==> src/rtl/pipe_forward_unit.sv <==
// Purpose: ID-stage forwarding/hazard unit. It tracks in-flight destinations, selects forwarded operands and detects load-use stalls.
// Latency: all outputs are combinational from the scoreboard and the current ID inputs (0 cycles).
// Backpressure: raises stall for one cycle on a load-use hazard, and raises bubble on stall or flush. The scoreboard itself never holds.
// Optional feature: define STALL_COUNT_EN to build the saturating 16-bit stall-cycle counter.
module pipe_forward_unit #(
  parameter int DATA_W  = 32,
  parameter int REG_W   = 5,
  parameter int NUM_SRC = 2,
  parameter int DEPTH   = 3,
  localparam int SEL_W  = $clog2(DEPTH + 1)
) (
  input  logic                       clk,
  input  logic                       rst_n,
  input  logic                       id_valid,
  input  logic                       id_rf_le,
  input  logic                       id_load,
  input  logic [REG_W-1:0]           id_rd,
  input  logic [NUM_SRC*REG_W-1:0]   id_src,
  input  logic                       flush,
  input  logic [NUM_SRC*DATA_W-1:0]  rf_data,
  input  logic [DEPTH*DATA_W-1:0]    stg_data,
  output logic [NUM_SRC*SEL_W-1:0]   fw_sel,
  output logic [NUM_SRC*DATA_W-1:0]  fw_data,
  output logic                       stall,
  output logic                       bubble,
  output logic [15:0]                stall_cnt
);

  // Scoreboard: entry 0 is EX, entry DEPTH-1 is WB
  logic [DEPTH-1:0] sb_v;
  logic [DEPTH-1:0] sb_ld;
  logic [REG_W-1:0] sb_rd [DEPTH];

  // A stalled or flushed ID instruction enters as an invalid entry (bubble)
  logic ins_v;
  assign ins_v = id_valid & id_rf_le & ~stall & ~flush;

  // Shift the scoreboard every cycle; the WB entry falls off the end
  always_ff @(posedge clk or negedge rst_n) begin
    if (!rst_n) begin
      sb_v  <= '0;
      sb_ld <= '0;
      for (int k = 0; k < DEPTH; k++) sb_rd[k] <= '0;
    end else begin
      for (int k = DEPTH - 1; k > 0; k--) begin
        sb_v[k]  <= sb_v[k-1];
        sb_ld[k] <= sb_ld[k-1];
        sb_rd[k] <= sb_rd[k-1];
      end
      sb_v[0]  <= ins_v;
      sb_ld[0] <= id_load;
      sb_rd[0] <= id_rd;
    end
  end

  // Per-port forward select/data. The loop scans oldest to nearest, so the nearest match wins.
  // r0 never forwards.
  logic [NUM_SRC-1:0] ld_hit;
  always_comb begin
    fw_sel  = '0;
    fw_data = rf_data;
    ld_hit  = '0;
    for (int i = 0; i < NUM_SRC; i++) begin
      for (int k = DEPTH - 1; k >= 0; k--) begin
        if (sb_v[k] && (sb_rd[k] == id_src[i*REG_W +: REG_W]) &&
            (id_src[i*REG_W +: REG_W] != '0)) begin
          fw_sel[i*SEL_W +: SEL_W]    = SEL_W'(k + 1);
          fw_data[i*DATA_W +: DATA_W] = stg_data[k*DATA_W +: DATA_W];
        end
      end
      if (sb_v[0] && sb_ld[0] && (sb_rd[0] == id_src[i*REG_W +: REG_W]) &&
          (id_src[i*REG_W +: REG_W] != '0)) begin
        ld_hit[i] = 1'b1;
      end
    end
  end

  // A load in EX feeding ID costs one cycle. Flush takes priority over stall.
  assign stall  = id_valid & ~flush & (|ld_hit);
  assign bubble = stall | flush;

`ifdef STALL_COUNT_EN
  logic [15:0] cnt_q;

  // Count stall cycles, saturating at all-ones
  always_ff @(posedge clk or negedge rst_n) begin
    if (!rst_n) begin
      cnt_q <= 16'h0000;
    end else if (stall && (cnt_q != 16'hFFFF)) begin
      cnt_q <= cnt_q + 16'd1;
    end
  end

  assign stall_cnt = cnt_q;
`else
  assign stall_cnt = 16'h0000;
`endif

endmodule

==> config.mk <==
export PLATFORM = sky130hd
export DESIGN_NAME = pipe_forward_unit
export DESIGN_NICKNAME = d
export VERILOG_FILES = /design/src/rtl/pipe_forward_unit.sv
export SDC_FILE = /design/constraint.sdc
export NUM_CORES = 1
export LEC_CHECK = 0
export CAP_MARGIN = 20
export CORE_AREA = 2 2 103 105
export CTS_BUF_LIST = sky130_fd_sc_hd__clkbuf_4
export CTS_CLUSTER_DIAMETER = 50
export DETAILED_ROUTE_END_ITERATION = 8
export DIE_AREA = 0 0 105 107
export MAX_ROUTING_LAYER = met4
export PLACE_DENSITY = 0.85
export SLEW_MARGIN = 20
export SYNTH_ARGS = -nofsm -noshare
export SYNTH_HDL_FRONTEND = slang
export SYNTH_SLANG_ARGS = --single-unit
==> constraint.sdc <==
create_clock -name clk -period 3.4 [get_ports clk]
set_clock_uncertainty 0.15 [all_clocks]
set_input_delay 0.34 -clock clk [delete_from_list [all_inputs] [get_ports clk]]
set_output_delay 0.34 -clock clk [all_outputs]
set_load 0.05 [all_outputs]
==> metrics.md, run 1 <==
| Metric | Value |
|---|---|
| Status | complete, no violations |
| Total number of vias | 4,680 |
| Global-route wire length before repair | 25.4 mm |
| Sequential Power Share | 0.203 |
| DR vias/cell | 5.79 |
| Post CTS Setup Buffer Count | 0 |
| Vias in the first global route | roughly 4.7k |
| Initial antenna violation count | 0 |
| DR pass1 iterations | 5 |
| Cts hold-fix bufs | 0 |
| Mux cell area share after synthesis | 0 |
| Area of the core | 10,100 µm² |
| Fmax achieved | roughly 300 MHz |
| Final Setup Violations | 0 |
| Tmin final | between 3 and 4 ns |
| Post-route clock period utilization | 0.972 |
| Count leader, synth | o21ai_0 |
| TritonCTS Buffers | 3 |
| Peak fanout along the critical path | 22 |
| Post-synth top area share | 0.147 |
| Placement Cell Area | 6510 µm² |
| CTS Buffer Depth | 2 |
| Synth top cells by count | 71 x o21ai_0, 68 x nand2_1, 60 x o21ai_1, 36 x a221oi_1, 32 x and2_1 |
| Remaining global-route overflow | 0 |
| Slew headroom | 0.445 |
| Reg clk slew, reported paths | 0.10 ns |
| Largest net degree at the start of global routing | 33 |
| Proportion of layout cells with a drive suffix above 1 | 0.222 |
| Htree depth | 1 |
| Worst-Margin Slew | 0.829 ns |
| Power share of the clock group | 0.090 |
| Die Y | 107 µm |
| Final core occ | 0.652 |
| Routed Wire Length | 16.6 mm |
| Critical path class | in -> out |
| Port bufs | 250 |
| Combinational family with the most area after synthesis | compound AO/OA/AOI/OAI gates |
| Cell area after synthesis | 3240 µm² |
| Post-CTS Resized | 1 |
| Slew Limit Fails | 0 |
| Post-Synth Adder-Cell Area | 0 |
| CTS tree | yes |
| Top_reg_cell synth | dfrtp_1 |
| # nets final | approximately 850 |
| Cells after synthesis | 435 |
| Area of the multi-input gates | 2460 µm² |
| Hold_ws | 0.286 ns |
| Antenna cells | 0 |
| Yosys warnings | 0 |
| XOR/XNOR share of the synthesized area | 0.0811 |
| CP Launch Type | input pin |
| WP data required | 2.91 ns |
| Leakage | 0.00245 µW |
| Register area | around 480 µm² |
| Post-synth ARST share | 1.00 |
| Crit. End Element | primary output |
| Initial Util | 0.321 |
| Gpl congestion | 0.908 |
| CTS root buf | clkbuf_4 |
| Die width | 105 µm |
| Arr. time, crit path | ~2.8 ns |
| Sequential area share after synthesis | 0.147 |
| GR Util All Layers | 0.288 |
| Pwr/cell area | between 150 and 200 nW/µm² |
| Synth-to-layout area growth | 103% |
| Hold Path Class | reg -> reg |
| Max cap viols | 0 |
| Routed Antenna Nets | 0 |
| Top cells by area, synth | dfrtp_1 15%, a221oi_2 13%, o21ai_0 11% |
| Final hold vios | 0 |
| Die area | 11,200 µm² |
| Sw frac | 0.401 |
| Violation count after the first detailed-route iteration | about 290 |
| Maximum vdd drop | 261 µV |
| Io pins | roughly 270 |
| DRC Markers | 0 |
| Latest clock arrival within the worst-skew pair | 0.29 ns |
| Synth area leader | dfrtp_1 |
| Cell row count | 37 |
| Clk sinks | 19 |
| Simple-gate area share of the yosys netlist | 0.195 |
| P_int | 736 µW |
| Post-DP HPWL | 12.7 mm |
| Count of different cell masters after synthesis | 30 |
| Seq cells post-synth | 19 |
| Design area | 6580 µm² |
| Mean post-synth cell area | 7.45 µm² |
| EDFF count, synth | 0 |
| Synth Area in Compound Gates | 0.442 |
| Filler cells | about 800 |
| Net Sw Power | 492 µW |
| Combinational share of power | 0.707 |
| WL/cell | ~20 µm |
[stage by stage]
step	worst slack, ns	TNS, ns	power (µW)	instances
4_1_cts	0.0987	0	1230	808
2_1_floorplan	0.372	0	629	450
5_1_grt	-0.000771	-0.000771	1280	808
3_5_place_dp	-0.0713	-0.0713	1110	804
6_report	0.0967	0	1230	808
3_3_place_gp	0.0714	0	1100	804
[placed cells by master, fill, tap and decap left out, types with 2 or more instances in the layout]
cell type,n
xnor2_1,28
nand3_1,2
clkdlybuf4s50_1,179
conb_1,16
and2_1,32
dfrtp_1,19
o21ai_1,60
or4_4,2
nand4_1,4
a21oi_1,2
buf_4,24
clkbuf_4,3
a221oi_2,28
nor3_4,3
nand2_1,68
nor2_4,4
or3_2,6
a221oi_1,36
xnor2_2,2
buf_12,72
o21ai_0,71
inv_1,2
[path summary, 6_finish.rpt]
kind | startpoint | slack (ns) | end | cells past startpoint
setup reg to reg | sb_rd[12]$_DFF_PN0_ | 1.39 | sb_v[0]$_DFF_PN0_ | 5
max in group asynchronous | rst_n | 2.22 | sb_rd[4]$_DFF_PN0_ | 1
hold / removal | sb_v[0]$_DFF_PN0_ | 0.29 | sb_v[1]$_DFF_PN0_ | 0
min in group asynchronous | rst_n | 0.36 | sb_rd[10]$_DFF_PN0_ | 1
setup / recovery | id_src[0] | 0.1 | fw_data[0] | 8
hold reg to reg | sb_v[0]$_DFF_PN0_ | 0.29 | sb_v[1]$_DFF_PN0_ | 0
[worst max-delay path: stages]
cell and delay [ns]:
clkdlybuf4s50_1 0.53, or4_4 0.61, nor2_4 0.17, or3_2 0.34
buf_12 0.20, o21ai_0 0.08, o21ai_0 0.32, buf_12 0.19
[metal layers]
layer | track usage | up-vias | wire, µm
met2 | 0.529 | 346 | 8800
li1 | - | 2079 | -
met4 | 0.0752 | 0 | 304
met1 | 0.338 | 2222 | 6140
met3 | 0.0286 | 33 | 1320
met5 | - | - | 0
[power by group through the flow]
| stage | clock network (µW) | registers, µW | logic, µW |
|---|---|---|---|
| final | 111 | 249 | 867 |
| after detailed placement | 0 | 254 | 860 |
| after floorplan | 0 | 250 | 379 |
| after CTS | 115 | 249 | 863 |
| after global placement | 0 | 253 | 851 |
| after global routing | 129 | 251 | 902 |
[layout make-up]
type / instances / share of cell area
clock buffer: 3 / 0.00343
inverter: 2 / 0.00114
sequential: 19 / 0.0723
timing repair buffer: 277 / 0.523
tap: 136 / 0.0259
multi-input combinational: 370 / 0.374
clock inverter: 1 / 0.000761
[cell families (layout without fill, tap and decap cells)]
kind of cell / count (synthesis) / in the layout
AO/OA/AOI/OAI: 200 / 200
AND/OR/NAND/NOR: 124 / 124
XOR/XNOR: 30 / 30
flip-flops: 19 / 19
buffers and inverters: 61 / 283
other: 1 / 16
[registers in the layout, summed over array words and instances (netlist names)]
| register | count |
|---|---|
| sb_ld | 1 |
| sb_v | 3 |
| sb_rd | 15 |
Note: power is estimated with default switching activity, not from simulation.
==> inputs of run 2 (changes only) <==
TNS_END_PERCENT = 100   (was not set)
clock period = 3.8 ns   (was 3.4 ns; I/O delays follow)
==> metrics.md, run 2 (same netlist as run 1, synthesis figures left out) <==
| Metric | Value |
|---|---|
| Vias in the first global route | 4,766 (+1.5%) |
| DR pass1 iterations | 7 (+2) |
| # nets final | 852 (-0.23%) |
| Hold EP | sb_v[1]$_DFF_PN0_ |
| Reg2Reg Depth | 5 (unchanged) |
| Post-route clock period utilization | 0.951 |
| Sequential Power Share | 0.204 (about the same) |
| Setup TNS | 0 ns (unchanged) |
| Cell row count | 37 (unchanged) |
| Largest register FFs | 15 (unchanged) |
| DRC Markers | 0 (unchanged) |
| Top flop regs | sb_rd (15), sb_v (3), sb_ld (1) |
| Initial antenna violation count | 1 (+1) |
| Global-route wire length before repair | 25.1 mm (-1.1%) |
| Port bufs | 250 (unchanged) |
| Leakage | 0.00241 µW (-1.8%) |
| Critical path class | in -> out |
| Clk sinks | 19 (unchanged) |
| Reg clk slew, reported paths | 0.11 ns (about the same) |
| Violation count after the first detailed-route iteration | 318 (+10%) |
| Layout Cells excl Fill | 807 (-0.12%) |
| Die area | 11,200 µm² (unchanged) |
| Power share of the clock group | 0.089 (about the same) |
| DR vias/cell | 5.76 (-0.56%) |
| Htree depth | 1 (unchanged) |
| Net Sw Power | 437 µW (-11%) |
| Crit. End Element | primary output |
| Worst-Margin Slew | 0.808 ns (-0.0217 ns) |
| Commonest non-fill, non-tap cell in the layout | clkdlybuf4s50_1 |
| CTS Buffer Depth | 2 (unchanged) |
| Total number of vias | 4,648 (-0.68%) |
| Worst R2R End | sb_v[0]$_DFF_PN0_ |
| Arr. time, crit path | 3.08 ns (+0.27 ns) |
| FF-to-FF setup slack | 1.51 ns (+0.12 ns) |
| FF-to-FF Start | sb_rd[14]$_DFF_PN0_ |
| Largest Register | sb_rd |
| Slew headroom | 0.460 (+0.0145) |
| Fmax achieved | 277 MHz |
| Slew Limit Fails | 0 (unchanged) |
| Die width | 105 µm (unchanged) |
| Latest clock arrival within the worst-skew pair | 0.29 ns (about the same) |
| Routed Wire Length | 16.5 mm (-0.11%) |
| Cts hold-fix bufs | 0 (unchanged) |
| Synth-to-layout area growth | 101% |
| Io pins | 267 (unchanged) |
| P_int | 656 µW (-11%) |
| Gpl congestion | 1.02 (+12%) |
| Maximum vdd drop | 165 µV (-37%) |
| Initial Util | 0.321 (unchanged) |
| Worst Hold Path Cells | 0 (unchanged) |
| Sw frac | 0.400 (-0.000693) |
| CTS tree | yes |
| Status | complete, no violations |
| CTS root buf | clkbuf_4 |
| Max cap viols | 0 (unchanged) |
| DP Cell Count | 801 (-0.37%) |
| Final Setup Violations | 0 (unchanged) |
| RSZ-0062 raised after global routing | no |
| TritonCTS Buffers | 3 (unchanged) |
| Pwr/cell area | 168 nW/µm² (-9.9%) |
| Worst min-delay path startpoint | sb_v[0]$_DFF_PN0_ |
| Largest net degree at the start of global routing | 34 (+3.0%) |
| WL/cell | 20.5 µm (about the same) |
| Final hold vios | 0 (unchanged) |
| Tmin final | 3.61 ns |
| Proportion of layout cells with a drive suffix above 1 | 0.216 (-0.00531) |
| GR Util All Layers | 0.286 (-0.00210) |
| Filler cells | 838 (+2.6%) |
| Remaining global-route overflow | 0 (unchanged) |
| Area of the core | 10,100 µm² (unchanged) |
| Combinational share of power | 0.707 (about the same) |
| Peak fanout along the critical path | 20 (-9.1%) |
| Post-DP HPWL | 12.9 mm (+1.4%) |
| Post CTS Setup Buffer Count | 0 (unchanged) |
| CP Launch Type | input pin |
| Die Y | 107 µm (unchanged) |
| Hold Path Class | reg -> reg |
| Commonest cells after routing, fill and taps aside | 180 x clkdlybuf4s50_1, 71 x o21ai_0, 70 x buf_12, 68 x nand2_1, 60 x o21ai_1 |
| WP data required | 3.27 ns (+0.36 ns) |
| Post-CTS Resized | 0 (-1) |
| Routed Antenna Nets | 0 (unchanged) |
## run 2: power groups by stage
stage,logic (µW),registers [µW],clock network [µW]
floorplan,339,224,0
finish,773,223,97.1
global placement,760,227,0
global route,803,224,110
detailed placement,770,227,0
CTS,772,223,102
## run 2: how the worst max path moves through the flow
| stage | start | cells past startpoint | end |
|---|---|---|---|
| floorplan | id_src[5] | 6 | fw_data[32] |
| global placement | id_src[7] | 8 | fw_data[32] |
| detailed placement | id_src[0] | 8 | fw_data[0] |
| CTS | id_src[0] | 8 | fw_data[0] |
| global route | id_src[0] | 9 | fw_data[0] |
| finish | id_src[0] | 9 | fw_data[0] |
## run 2: final cells by class
| cell class | instances | area [µm²] | area share |
|---|---|---|---|
| clock buffer | 3 | 22.5 | 0.00346 |
| sequential | 19 | 475 | 0.0731 |
| clock inverter | 1 | 5.00 | 0.000770 |
| multi-input combinational | 370 | 2430 | 0.373 |
| timing repair buffer | 275 | 3390 | 0.522 |
| inverter | 2 | 7.51 | 0.00115 |
| tap | 136 | 170 | 0.0262 |
| antenna | 1 | 2.50 | 0.000385 |
## run 2: stage by stage
| stage | power (µW) | hold WS [ns] | area [µm²] | utilization | setup WS, ns |
|---|---|---|---|---|---|
| 2_1_floorplan | 563 | -0.0656 | 3300 | - | 0.692 |
| 3_3_place_gp | 987 | 0.249 | 6460 | 0.640 | 0.0943 |
| 3_5_place_dp | 997 | 0.256 | 6460 | 0.640 | 0.0250 |
| 4_1_cts | 1100 | 0.281 | 6490 | 0.643 | 0.00922 |
| 5_1_grt | 1140 | 0.302 | 6500 | 0.644 | 0.0793 |
| 6_report | 1090 | 0.290 | 6500 | 0.644 | 0.185 |
## run 2: worst max-delay path, cell delays in order
cell             delay (ns)
clkdlybuf4s50_1        0.59
xnor2_1                0.16
nand4_1                0.15
nor3_2                 0.56
buf_4                  0.29
buf_4                  0.32
a221oi_1               0.10
o21ai_0                0.33
buf_12                 0.18
## run 2: per-layer routing
metal	up-vias	global-route usage	wire length, µm
met5	-	-	0
met4	0	0.117	606
met3	57	0.0584	1490
met2	322	0.511	8560
met1	2204	0.311	5890
li1	2065	-	-
==> inputs of run 3 (changes only) <==
CORE_AREA = not set   (was 2 2 103 105)
CORE_ASPECT_RATIO = 1.1   (was not set)
CORE_MARGIN = 2   (was not set)
CORE_UTILIZATION = 31   (was not set)
DIE_AREA = not set   (was 0 0 105 107)
PLACE_DENSITY = 0.86   (was 0.85)
clock period = 3.1 ns   (was 3.8 ns; I/O delays follow)
==> metrics.md, run 3 (same netlist as run 1, synthesis figures left out) <==
| Metric | Value |
|---|---|
| Status | complete, no violations |
| Crit. End Element | primary output |
| Worst slack, placed | -0.289 ns (-0.314 ns) |
| Total number of vias | 4,800 (+3.3%) |
| Latest clock arrival within the worst-skew pair | 0.30 ns (about the same) |
| Commonest cells after routing, fill and taps aside | 173 x clkdlybuf4s50_1, 82 x buf_12, 68 x nand2_1, 67 x o21ai_0, 57 x o21ai_1 |
| Max cap viols | 0 (unchanged) |
| Critical path class | in -> out |
| Port bufs | 250 (unchanged) |
| Global-route wire length before repair | 25.1 mm (-0.14%) |
| Worst-Margin Slew | 0.814 ns (+0.00645 ns) |
| Largest Register | sb_rd |
| Fmax achieved | around 330 MHz |
| Post-DP HPWL | 12.8 mm (-0.71%) |
| WL/cell | 20.1 µm (-2.0%) |
| Initial antenna violation count | 0 (-1) |
| # nets final | 876 (+2.8%) |
| Hold Path Class | reg -> reg |
| Proportion of layout cells with a drive suffix above 1 | 0.256 (+0.0401) |
| DR pass1 iterations | 5 (-2) |
| Antenna cells | 0 (-1) |
| Reg clk slew, reported paths | 0.10 ns (about the same) |
| Commonest non-fill, non-tap cell in the layout | clkdlybuf4s50_1 |
| Largest net degree at the start of global routing | 33 (-2.9%) |
| Leakage | 0.00266 µW (+10%) |
| Final hold vios | 0 (unchanged) |
| Slew Limit Fails | 0 (unchanged) |
| CTS Buffer Depth | 2 (unchanged) |
| Routed Antenna Nets | 0 (unchanged) |
| Die area | 11,300 µm² (+0.47%) |
| Cts hold-fix bufs | 0 (unchanged) |
| DP Cell Count | 830 (+3.6%) |
| Fin worst setup slack | 0.0383 ns (-0.147 ns) |
| Filler cells | 778 (-7.2%) |
| CTS tree | yes |
| Gpl congestion | 0.909 (-11%) |
| CTS root buf | clkbuf_4 |
| Slowest CP cell | or4_4 |
| Crit-path max cell delay | 0.60 ns (about the same) |
| Cell row count | 39 (+5.4%) |
| Hold_ws | 0.275 ns (-0.0149 ns) |
| Remaining global-route overflow | 0 (unchanged) |
| CP Launch Type | input pin |
| Final core occ | 0.672 (+0.0273) |
| Vias in the first global route | 5,046 (+5.9%) |
| Synth-to-layout area growth | 113% |
| DR vias/cell | 5.73 (-0.43%) |
| Peak fanout along the critical path | 12 (-40%) |
| GR Util All Layers | 0.286 (about the same) |
| Io pins | 267 (unchanged) |
| Area of the core | 10,300 µm² (+2.0%) |
| Violation count after the first detailed-route iteration | 350 (+10%) |
| Routed Wire Length | 16.8 mm (+1.6%) |
| Htree depth | 1 (unchanged) |
| Largest register FFs | 15 (unchanged) |
| TritonCTS Buffers | 3 (unchanged) |
| CP dominant cell by count | buf_12 |
| Maximum vdd drop | 309 µV (+87%) |
| Critical Path, Cell by Cell | clkdlybuf4s50_1 > or4_4 > o211ai_4 > nor2_4 > buf_12 > a221oi_1 > o21ai_1 > buf_12 |
| Crit path launch | id_src[8] |
| Initial Util | 0.315 (-0.00636) |
| Top flop regs | sb_rd (15), sb_v (3), sb_ld (1) |
| Clk sinks | 19 (unchanged) |
| WP data required | 2.64 ns (-0.63 ns) |
| Tmin final | 3.06 ns |
| Post-route clock period utilization | 0.988 |
| Pwr/cell area | 199 nW/µm² (+19%) |
| Slew headroom | 0.456 (-0.00431) |
| Final Setup Violations | 0 (unchanged) |
| Die Y | 111 µm (+4.0%) |
| Arr. time, crit path | 2.60 ns (-0.48 ns) |
| FF-to-FF Start | sb_rd[14]$_DFF_PN0_ |
| Die width | 101 µm (-3.3%) |
| Layout Cells excl Fill | 837 (+3.7%) |
| Worst min-delay path startpoint | sb_v[0]$_DFF_PN0_ |
| DRC Markers | 0 (unchanged) |
run 3: worst paths after layout:
path / slack, ns / cells past startpoint / end
worst min-delay path: 0.27 / 0 / sb_v[1]$_DFF_PN0_
worst max-delay path: 0.04 / 8 / fw_data[61]
worst max register to register: 1.35 / 6 / sb_v[0]$_DFF_PN0_
worst min register to register: 0.27 / 0 / sb_v[1]$_DFF_PN0_
min in group asynchronous: 0.32 / 1 / sb_rd[9]$_DFF_PN0_
max in group asynchronous: 1.98 / 1 / sb_v[0]$_DFF_PN0_
run 3: repair_timing:
item,4_1_cts,5_1_grt
endpoints found under the setup margin,48,43
setup buffers,0,3
cloned,0,0
resized for setup,12,13
pin swaps,1,3
run 3: through the flow:
step	total power [µW]	cell area [µm²]	TNS, ns
floorplan	690	3300	0
global placement	1230	6790	-3.37
detailed placement	1240	6790	-5.06
CTS	1380	6850	-0.0314
global route	1430	6910	-0.334
finish	1380	6910	0
run 3: final cells by class:
type                            count  area, µm²  share of cell area
Clock buffer                        4       30.0             0.00434
Inverter                            2       7.51             0.00109
Multi-Input combinational cell    370       2490               0.360
Sequential cell                    19        475              0.0688
Tap cell                          143        179              0.0259
Timing Repair Buffer              299       3730               0.540
run 3: power by group:
group | internal, µW | switching [µW] | leakage (µW)
sequential | 260 | 13.1 | 0.000227
combinational | 513 | 460 | 0.00242
clock | 59.1 | 73.8 | 0.0000184
run 3: layer usage:
layer | vias to the layer above | global-route usage | wire [µm] | part of all wire
met5 | - | - | 0 | 0
met4 | 0 | 0.122 | 484 | 0.029
met3 | 54 | 0.0397 | 1400 | 0.084
met2 | 356 | 0.513 | 8780 | 0.52
met1 | 2270 | 0.309 | 6150 | 0.37
li1 | 2120 | - | - | -
run 3: worst max-delay path, delay by kind of cell:
kind / cells / cell delay, ns
buf+inv: 3 / 0.84
simple gates: 2 / 0.73
compound gates: 3 / 0.72
